File: src/rtl/uart_pkg.sv
// Shared UART definitions: FSM state encodings (common to transmitter and
// receiver) and frame geometry.
package uart_pkg;

  typedef enum logic [1:0] {
    idle  = 2'd0,
    start = 2'd1,
    data  = 2'd2,
    stop  = 2'd3
  } state_t;

  localparam int DATA_BITS = 8;

endpackage

File: src/rtl/sync_2ff.sv
// Two-flop synchroniser for asynchronous input pins; flops reset to a
// configurable value so an idle-high line never looks like activity.
module sync_2ff #(
  parameter int               WIDTH       = 1,
  parameter logic [WIDTH-1:0] RESET_VALUE = '1
) (
  input  logic             clock,
  input  logic             reset,
  input  logic [WIDTH-1:0] d,
  output logic [WIDTH-1:0] q
);

  logic [WIDTH-1:0] meta_reg;
  logic [WIDTH-1:0] sync_reg;

  always_ff @(posedge clock or posedge reset) begin
    if (reset) begin
      meta_reg <= RESET_VALUE;
      sync_reg <= RESET_VALUE;
    end else begin
      meta_reg <= d;
      sync_reg <= meta_reg;
    end
  end

  assign q = sync_reg;

endmodule

File: src/rtl/uart_rx.sv
// 8N1 serial receiver: synchronises rx, detects the start edge, samples each
// bit at mid-period and strobes done (good byte) or frame_error (bad stop).
module uart_rx
  import uart_pkg::*;
#(
  parameter int clock_bit = 5207
) (
  input  logic       clock,
  input  logic       reset,
  input  logic       rx,
  output logic [7:0] readdata,
  output logic       done,
  output logic       active,
  output logic       frame_error
);

  localparam int          IDX_W    = $clog2(DATA_BITS);
  localparam logic [15:0] BIT_LAST = 16'(clock_bit);
  localparam logic [15:0] HALF_BIT = 16'(clock_bit / 2);

  logic s2;
  logic s3_reg;
  logic fall;

  state_t                 state_reg, state_next;
  logic [15:0]            counter_reg, counter_next;
  logic [IDX_W-1:0]       index_reg, index_next;
  logic [DATA_BITS-1:0]   shift_reg, shift_next;
  logic [DATA_BITS-1:0]   readdata_reg, readdata_next;
  logic                   done_reg, done_next;
  logic                   active_reg, active_next;
  logic                   frame_error_reg, frame_error_next;

  sync_2ff #(
    .WIDTH      (1),
    .RESET_VALUE(1'b1)
  ) u_sync (
    .clock(clock),
    .reset(reset),
    .d    (rx),
    .q    (s2)
  );

  // Only a genuine high-to-low transition starts a frame, so a line stuck
  // low (break) cannot retrigger once the failed frame has ended.
  assign fall = s3_reg & ~s2;

  always_ff @(posedge clock or posedge reset) begin
    if (reset) begin
      s3_reg          <= 1'b1;
      state_reg       <= idle;
      counter_reg     <= '0;
      index_reg       <= '0;
      shift_reg       <= '0;
      readdata_reg    <= '0;
      done_reg        <= 1'b0;
      active_reg      <= 1'b0;
      frame_error_reg <= 1'b0;
    end else begin
      s3_reg          <= s2;
      state_reg       <= state_next;
      counter_reg     <= counter_next;
      index_reg       <= index_next;
      shift_reg       <= shift_next;
      readdata_reg    <= readdata_next;
      done_reg        <= done_next;
      active_reg      <= active_next;
      frame_error_reg <= frame_error_next;
    end
  end

  always_comb begin
    state_next       = state_reg;
    counter_next     = counter_reg;
    index_next       = index_reg;
    shift_next       = shift_reg;
    readdata_next    = readdata_reg;
    done_next        = 1'b0;
    active_next      = active_reg;
    frame_error_next = 1'b0;

    case (state_reg)
      idle: begin
        active_next  = 1'b0;
        counter_next = '0;
        if (fall) begin
          state_next  = start;
          active_next = 1'b1;
        end
      end

      // Re-check the start bit at its midpoint to reject short glitches.
      start: begin
        if (counter_reg == HALF_BIT) begin
          counter_next = '0;
          if (!s2) begin
            state_next = data;
            index_next = '0;
          end else begin
            state_next  = idle;
            active_next = 1'b0;
          end
        end else begin
          counter_next = counter_reg + 16'd1;
        end
      end

      data: begin
        if (counter_reg == BIT_LAST) begin
          counter_next          = '0;
          shift_next[index_reg] = s2;
          if (index_reg == IDX_W'(DATA_BITS - 1)) begin
            state_next = stop;
          end else begin
            index_next = index_reg + 1'b1;
          end
        end else begin
          counter_next = counter_reg + 16'd1;
        end
      end

      // Leaving at mid-stop gives half a bit of slack for the next start edge.
      stop: begin
        if (counter_reg == BIT_LAST) begin
          counter_next = '0;
          state_next   = idle;
          active_next  = 1'b0;
          if (s2) begin
            readdata_next = shift_reg;
            done_next     = 1'b1;
          end else begin
            frame_error_next = 1'b1;
          end
        end else begin
          counter_next = counter_reg + 16'd1;
        end
      end

      default: begin
        state_next   = idle;
        active_next  = 1'b0;
        counter_next = '0;
      end
    endcase
  end

  assign readdata    = readdata_reg;
  assign done        = done_reg;
  assign active      = active_reg;
  assign frame_error = frame_error_reg;

endmodule

File: config.mk
export PLATFORM = sky130hd
export DESIGN_NAME = uart_rx
export DESIGN_NICKNAME = d
export VERILOG_FILES = /design/src/rtl/uart_pkg.sv /design/src/rtl/sync_2ff.sv /design/src/rtl/uart_rx.sv
export SDC_FILE = /design/constraint.sdc
export NUM_CORES = 1
export LEC_CHECK = 0
export CORE_ASPECT_RATIO = 0.75
export CORE_MARGIN = 1
export CORE_UTILIZATION = 30
export DETAILED_ROUTE_END_ITERATION = 6
export GPL_TIMING_DRIVEN = 0
export SLEW_MARGIN = 15
export SYNTH_ARGS = -nofsm -noshare
export SYNTH_HDL_FRONTEND = slang
export SYNTH_SLANG_ARGS = --single-unit
File: constraint.sdc
create_clock -name clock -period 1.65 [get_ports clock]
set_input_delay 0.2475 -clock clock [delete_from_list [all_inputs] [get_ports clock]]
set_output_delay 0.2475 -clock clock [all_outputs]
set_load 0.02 [all_outputs]
# After elaboration in Yosys (flattened, before gate mapping)
# Cells that the tools add are included.
dict set report classes {
  add_sub_neg 2
  magnitude_cmp 2
  eq_ne 14
  muxes 29
  bitwise_logic 2
  n_reduce_logical 10
}
# op n
set ops {}
lappend ops {{$pmux W16 S3} 1}
lappend ops {{$mux W16} 2}
lappend ops {{$add A16 B1 Y16 const B} 1}
lappend ops {{$eq A16 B12 Y1 const B} 1}
lappend ops {{$eq A16 B13 Y1 const B} 1}
lappend ops {{$ne A2 B2 Y1 const B} 7}
lappend ops {{$mux W2} 6}
lappend ops {{$mux W3} 4}
lappend ops {{$mux W1} 11}
lappend ops {{$reduce_and A5 Y1} 2}
lappend ops {{$bwmux W8} 1}
lappend ops {{$pmux W2 S4} 1}
lappend ops {{$pmux W3 S2} 1}
lappend ops {{$eq A2 B2 Y1 const B} 2}
lappend ops {{$lt A3 B4 Y1 const B} 1}
lappend ops {{$reduce_and A4 Y1} 1}
lappend ops {{$add A3 B1 Y3 const B} 1}
lappend ops {{$demux W1 S3} 1}
lappend ops {{$eq A3 B3 Y1 const B} 1}
lappend ops {{$ge A3 B1 Y1 const B} 1}
lappend ops {{$pmux W1 S3} 1}
lappend ops {{$reduce_and A3 Y1} 1}
lappend ops {{$reduce_bool A3 Y1} 1}
lappend ops {{$eq A2 B1 Y1 const B} 1}
lappend ops {{8 further kinds} 8}
dict set report totals {
  ff_bits 43
  input_bits 3
  output_inout_bits 11
  word_cells 70
}

# Longest topological paths before layout
# Gate-level depths: netlist of the first run.
dict set report depth {
  ltp_word 5
  ltp_mapped 6
  mapped_depth_nobuf 5
}

# Modules after synthesis
# From an unflattened synthesis of the first run, not the netlist that was laid out.
dict set report unflattened {
  cells_unflattened 187
  area_unflattened_um2 2137.0
}
# mod n_inst cells_each area_each_um2 seq_area_each_um2
set modules_own_cells {}
lappend modules_own_cells {uart_rx 1 184 2080.7 1027.2}
lappend modules_own_cells {sync_2ff 1 3 56.3 52.6}

# Least setup slack after synthesis of the first run
# Ideal clock, no wire load.
dict set report synth_path {
  kind {register -> register}
  from {register counter_reg[0]}
  to {register readdata_reg[0], in the netlist readdata[0]}
  setup_time_ns 0.125
  arrival_ns 1.632
  t_required_ns 1.525
  slack_ns -0.107
  path_stages_with_launch 7
  path_buffers 1
  synth_period_minus_slack_ns 1.757
  path_cell_list {dfrtp_1 > ha_1 > and4bb_2 > and4_1 > buf_6 > nand4_4 > mux2_2}
}
dict set report synth_via {
  elab_chain_len 2
}
# element line
set synth_rtl {}
lappend synth_rtl {{start, declared} uart_rx.sv:26} ;# logic [15:0] counter_reg, counter_next;
lappend synth_rtl {{start signal, assigned} uart_rx.sv:62} ;# counter_reg <= counter_next;
lappend synth_rtl {{$eq A16 B13 Y1} uart_rx.sv:124} ;# if (counter_reg == BIT_LAST) begin
lappend synth_rtl {{$reduce_and A3 Y1 (no line)} n/a}
lappend synth_rtl {{end signal, assigned} uart_rx.sv:65} ;# readdata_reg <= readdata_next;
lappend synth_rtl {{end, declared} uart_rx.sv:29} ;# logic [DATA_BITS-1:0] readdata_reg, readdata_next;
# Every way passes these cells.
# A chain may end at the register's enable or synchronous reset.

# Worst setup path in the final report of the first run
dict set report layout_path {
  from {register counter_reg[0]}
  to {register readdata_reg[5], in the netlist readdata[5]}
}
# The elaborated chain is that of the path after synthesis.

==> metrics.yaml, run 1 <==
tightest_slew_ns: 0.458
hold_path.class: "primary input to async pin"
synth_most_common_cell: "dfrtp_1"
grt_pass1_vias: 1434
nets: 232
leakagePower_nw: 1.19
drv_slew: 0
fillers: 672
dp_hpwl_mm: 3.05
crit_start: "counter_reg[0]"
clock.fmax_mhz: 568
drtAntennaViolNets: 0
yosys_register_bits: 43
violations: "setup timing"
worstSetupStartpointType: "flip-flop"
crit_path_max_fanout: 8
ir_worst_vdd_uv: 381
antenna_found_initial: 0
syn_area_um2: 2170
period_minus_slack_ns: 1.76
power_density_nw_per_um2: 897
reg2reg_depth: 6
wirelength_mm: 4.61
endpoint: "readdata[5]"
firstDrtPassIters: 4
rows: 26
antenna_cells: 0
synth.distinct_cells: 45
fin_skew_ns: 0.00609
clock_sinks: 43
gp_congestion: 0.843
postCtsHoldBufs: 0
core-area_um2: 6900
hold_viol_final: 0
cts.path.max_buffers: 2
synthTopCellsByArea: "dfrtp_1 46%, mux2_2 8.3%, nand3_1 3.7%"
grt_max_degree: 26
vias_per_cell: 4.91
async_flop_share_pct: 100
fin_util_pct: 39.9
drc_errors: 0
cap_violations: 0
dp.cells: 308
fp.dieH_um: 75.7
start_util_pct: 31.5
fin_cells: 325
drive_above_1_share_pct: 30.8
wl_per_cell_um: 14.2
finalSetupViolCount: 29
grt_usage_pct: 13.1
ios: 14
drt-initial-drc-count: 149
fin_crit_sh_pct: 107
endpoint_kind: "flip-flop"
syn_nets: 202
synth_ff_type: "dfrtp_1"
cp.arrival_ns: 1.94
die_width_um: 100
largest_reg_flops: 16
portBuffers: 13
yosysSeqAreaShare_pct: 49.7
yosysWarningCount: 0
gr-total-overflow: 0
status: "complete, but fails checks"
fin_ws_ns: -0.111
clk_latency_ns: 0.29
clk_pin_slew_worst_paths_ns: 0.08
worstSetupPathType: "flip-flop to flip-flop"
die_area_um2: 7600
htreeDepth: 2
synthCells: 196
reg2reg_setup_slack_ns: -0.11
root_buffer: "clkbuf_8"
synth_area_per_cell_um2: 11.1
synth.top_cell.area_share_pct: 46.0
dr_total_vias: 1596
relSlewSlack_pct: 69.2
cts_buffers: 5
place_ws_ns: -0.188
grt_first_pass_wirelength_mm: 7.55
synth_common_cells: "40 x dfrtp_1, 18 x nor2_1, 16 x mux2_2, 16 x nand3_1, 8 x inv_1"
synth-edff-count: 0
rsz0062_at_grt: "yes"
synth_top_area_cell: "dfrtp_1"
reg2reg_from: "counter_reg[0]"
required_ns: 1.83
reg2reg_to: "readdata[5]"
syn2layout_area_growth_pct: 26.6
cts_tree: "yes"
logic make-up after synthesis:
group / count (synthesis) / share of synthesized area, %
buffers and inverters: 20 / 5.24
multiplexers: 17 / 8.75
AO/OA/AOI/OAI: 16 / 5.47
adder cells (fa/ha/maj): 3 / 1.73
XOR/XNOR: 12 / 4.83
flip-flops: 43 / 49.7
AND/OR/NAND/NOR: 85 / 24.3
worst min path at each step:
| stage | depth (start not counted) | from | end |
|---|---|---|---|
| final | 2 | reset | counter_reg[1] |
| after global routing | 2 | reset | counter_reg[2] |
| after CTS | 2 | reset | counter_reg[1] |
| after detailed placement | 0 | u_sync.meta_reg | u_sync.q |
| after global placement | 0 | u_sync.meta_reg | u_sync.q |
| after floorplan | 0 | rx | u_sync.meta_reg |
metal layers:
metal  vias up  track usage (%)  part of all wire (%)
met5         -                0                     0
met4         0             5.80                   1.3
met3         4             2.48                   3.4
met2        41             16.8                    40
met1       784             20.8                    55
li1        767                -                     -
stage by stage:
| step | power (mW) | instance area [um^2] | TNS [ns] | hold WS (ns) |
|---|---|---|---|---|
| final | 2.47 | 2750 | -1.78 | 0.278 |
| after detailed placement | 1.76 | 2460 | -3.75 | 0.347 |
| after global placement | 1.75 | 2440 | -24.55 | 0.346 |
| after global routing | 2.61 | 2750 | -4.29 | 0.323 |
| after floorplan | 1.64 | 2190 | -0.0870 | 0.252 |
| after CTS | 2.45 | 2710 | -2.39 | 0.289 |
placed cells by master (no fill, tap or decap), types with 5 or more instances in the layout:
master            n
dfrtp_1          35
nor2_1           18
clkdlybuf4s50_1  13
buf_4            11
nand3_1          11
mux2_2            9
inv_1             7
mux2_4            7
nand2_1           6
xor2_1            6
xnor2_1           6
nor3_1            6
nand4_1           5
clkbuf_8          5
dfrtp_2           5
critical path, stage by stage (launching register included):
cell and delay [ns]:
dfrtp_1 0.39, ha_4 0.15, and4bb_2 0.25, and4_4 0.22
buf_6 0.11, nand4_4 0.17, mux2_4 0.36
report_power, final:
group          leakage, nW  switching, mW  internal, mW
Sequential           0.559         0.0530          1.14
Clock               0.0422          0.358         0.298
Combinational        0.589          0.324         0.293
Total                 1.19          0.735          1.73
timing repair:
action                                  4_1_cts  5_1_grt
endpoints found under the setup margin       37       39
resized for setup                            21       11
pin swaps                                     4        4
cloned                                        1        0
endpoints found under the hold margin         0        0
setup buffers                                 7        4
layout make-up:
type,instances,area [um^2],area share (%)
buffer,10,76.3,2.77
clock buffer,7,76.3,2.77
clock inverter,1,5.00,0.182
inverter,8,30.0,1.09
multi-input combinational,133,1110,40.4
sequential,43,1090,39.5
tap,98,123,4.45
timing repair buffer,25,245,8.91
Power figures use the tool's default switching activity.
==> inputs of run 2 (changes only) <==
- DONT_BUFFER_PORTS: unset -> 1
- GPL_ROUTABILITY_DRIVEN: unset -> 0
==> run 2 against run 1 <==
Against the previous run:
- the flow still finishes with violations (setup timing)
- hold slack improved by 0.081 ns
- non-clock buffer count fell by 8
- global-route usage shrank 0.32 points
- first-iteration DRC count fell by 16%
- count of clock-buffer cells in the layout shrank 1
- worst setup slack barely moved
- combinational power up 3%
- largest power group unchanged
- sequential cell count unchanged
- clock power grew 30%
==> metrics.yaml, run 2 (same netlist as run 1, synthesis figures left out) <==
status: "complete, but fails checks"
violations: "setup timing"
netSwitchingPower_mw: 0.756  # +2.8%
ir_worst_vdd_uv: 600  # +58%
finalSetupViolCount: 33  # +14%
switching_share_pct: 28.1  # -1.6 points
die_area_um2: 7600  # unchanged
clk_latency_ns: 0.29  # about the same
syn2layout_area_growth_pct: 25.7
cts_buffers: 5  # unchanged
drv_slew: 0  # unchanged
intPower_mw: 1.93  # +11%
cts.path.max_buffers: 2  # unchanged
layout_common_cells: "37 x dfrtp_1, 18 x nor2_1, 12 x buf_4"
cts_tree: "yes"
tightest_slew_ns: 0.472  # +0.0144 ns
core-area_um2: 6900  # unchanged
p_seq_share_pct: 44.7  # -3.8 points
largest_reg_flops: 16  # unchanged
die_width_um: 100  # unchanged
power_density_nw_per_um2: 983  # +9.5%
rows: 26  # unchanged
clk_pin_slew_worst_paths_ns: 0.08  # about the same
worstSetupPathType: "flip-flop to flip-flop"
antenna_found_initial: 0  # unchanged
leakagePower_nw: 1.19  # -0.37%
worstSetupStartpointType: "flip-flop"
dp_hpwl_mm: 2.90  # -5.0%
gr-total-overflow: 0  # unchanged
period_minus_slack_ns: 1.76  # -0.000111 ns
fin_skew_ns: 0.00789  # +0.00180 ns
portBuffers: 0  # -13
drive_above_1_share_pct: 35.2  # +4.3 points
relSlewSlack_pct: 68.2  # -0.97 points
grt_usage_pct: 12.8  # -0.32 points
fp.dieH_um: 75.7  # unchanged
antenna_cells: 0  # unchanged
nets: 224  # -3.4%
start_util_pct: 31.5  # unchanged
place_ws_ns: -0.193  # -0.00456 ns
clock.fmax_mhz: 568  # about the same
pwr-share-clk_pct: 31.7  # +5.1 points
comb_power_share_pct: 23.6  # -1.4 points
drtAntennaViolNets: 0  # unchanged
ios: 14  # unchanged
wirelength_mm: 4.61  # about the same
htreeDepth: 2  # unchanged
dr_total_vias: 1569  # -1.7%
drt-initial-drc-count: 125  # -16%
fin_crit_sh_pct: 107  # about the same
crit_path_max_fanout: 10  # +2
grt_max_degree: 27  # +3.8%
cp.arrival_ns: 1.94  # about the same
endpoint_kind: "flip-flop"
fin_ws_ns: -0.110  # +0.000111 ns
grt_pass1_vias: 1476  # +2.9%
required_ns: 1.83  # about the same
final_common_cell: "dfrtp_1"
root_buffer: "clkbuf_8"
hold_viol_final: 0  # unchanged
wl_per_cell_um: 14.6  # +2.5%
drc_errors: 0  # unchanged
grt_first_pass_wirelength_mm: 7.53  # -0.28%
fin_util_pct: 39.6  # -0.27 points
hold_path.class: "flip-flop to flip-flop"
cap_violations: 0  # unchanged
vias_per_cell: 4.95  # +0.79%
firstDrtPassIters: 4  # unchanged
rsz0062_at_grt: "yes"
clock_sinks: 43  # unchanged
run 2: critical path, stage by stage, from the launching register on:
cell and delay (ns):
dfrtp_1 0.38, buf_6 0.14, and4bb_1 0.27, and4_4 0.23, buf_6 0.11, nand4_4 0.17
mux2_4 0.36
run 2: layout make-up:
cell class              instances  area [um^2]
clock buffers                   6         82.6
clock inverters                 2         35.0
plain buffers                  11         82.6
inverters                       8         30.0
fillers                       679         4160
flip-flops and latches         43         1080
multi-input cells             133         1140
well taps                      98          123
repair buffers                 16          154
run 2: power groups by stage:
| stage | registers, mW | clock network, mW | logic [mW] |
|---|---|---|---|
| 6_report | 1.20 | 0.851 | 0.634 |
| 5_1_grt | 1.21 | 0.921 | 0.704 |
| 4_1_cts | 1.20 | 0.876 | 0.576 |
| 3_5_place_dp | 1.23 | 0 | 0.523 |
| 3_3_place_gp | 1.23 | 0 | 0.511 |
| 2_1_floorplan | 1.22 | 0 | 0.424 |
run 2: per-stage QoR:
stage | setup TNS, ns | instances | area (um^2) | power (mW) | hold WS, ns
after floorplan | -0.0870 | 196 | 2190 | 1.64 | 0.252
after detailed placement | -3.84 | 295 | 2330 | 1.75 | 0.156
after global routing | -4.23 | 317 | 2730 | 2.84 | 0.366
final | -1.82 | 317 | 2730 | 2.69 | 0.359
after CTS | -2.64 | 315 | 2670 | 2.65 | 0.361
after global placement | -7.29 | 294 | 2310 | 1.74 | 0.252
run 2: worst paths after layout:
| kind | start | end | slack (ns) | cells after the start |
|---|---|---|---|---|
| min in group asynchronous | reset | done | 0.40 | 2 |
| worst max register to register | counter_reg[5] | readdata[0] | -0.11 | 6 |
| worst min register to register | u_sync.meta_reg | u_sync.q | 0.36 | 0 |
| worst max-delay path | counter_reg[5] | readdata[0] | -0.11 | 6 |
| max in group asynchronous | reset | u_sync.q | 0.70 | 3 |
| worst min-delay path | u_sync.meta_reg | u_sync.q | 0.36 | 0 |
run 2: what timing repair did:
action / in CTS / in global routing
resized for setup: 28 / 13
endpoints found under the setup margin: 37 / 39
pin swaps: 4 / 7
hold buffers: 2 / 0
gates cloned: 1 / 0
endpoints found under the hold margin: 18 / 0
buffers inserted: 9 / 4
run 2: per-layer routing:
layer | vias up | share of wire (%) | track usage (%)
met5 | - | 0 | 0
met4 | 0 | 0.95 | 3.54
met3 | 5 | 5.2 | 3.21
met2 | 36 | 42 | 18.0
met1 | 781 | 52 | 19.4
li1 | 747 | - | -
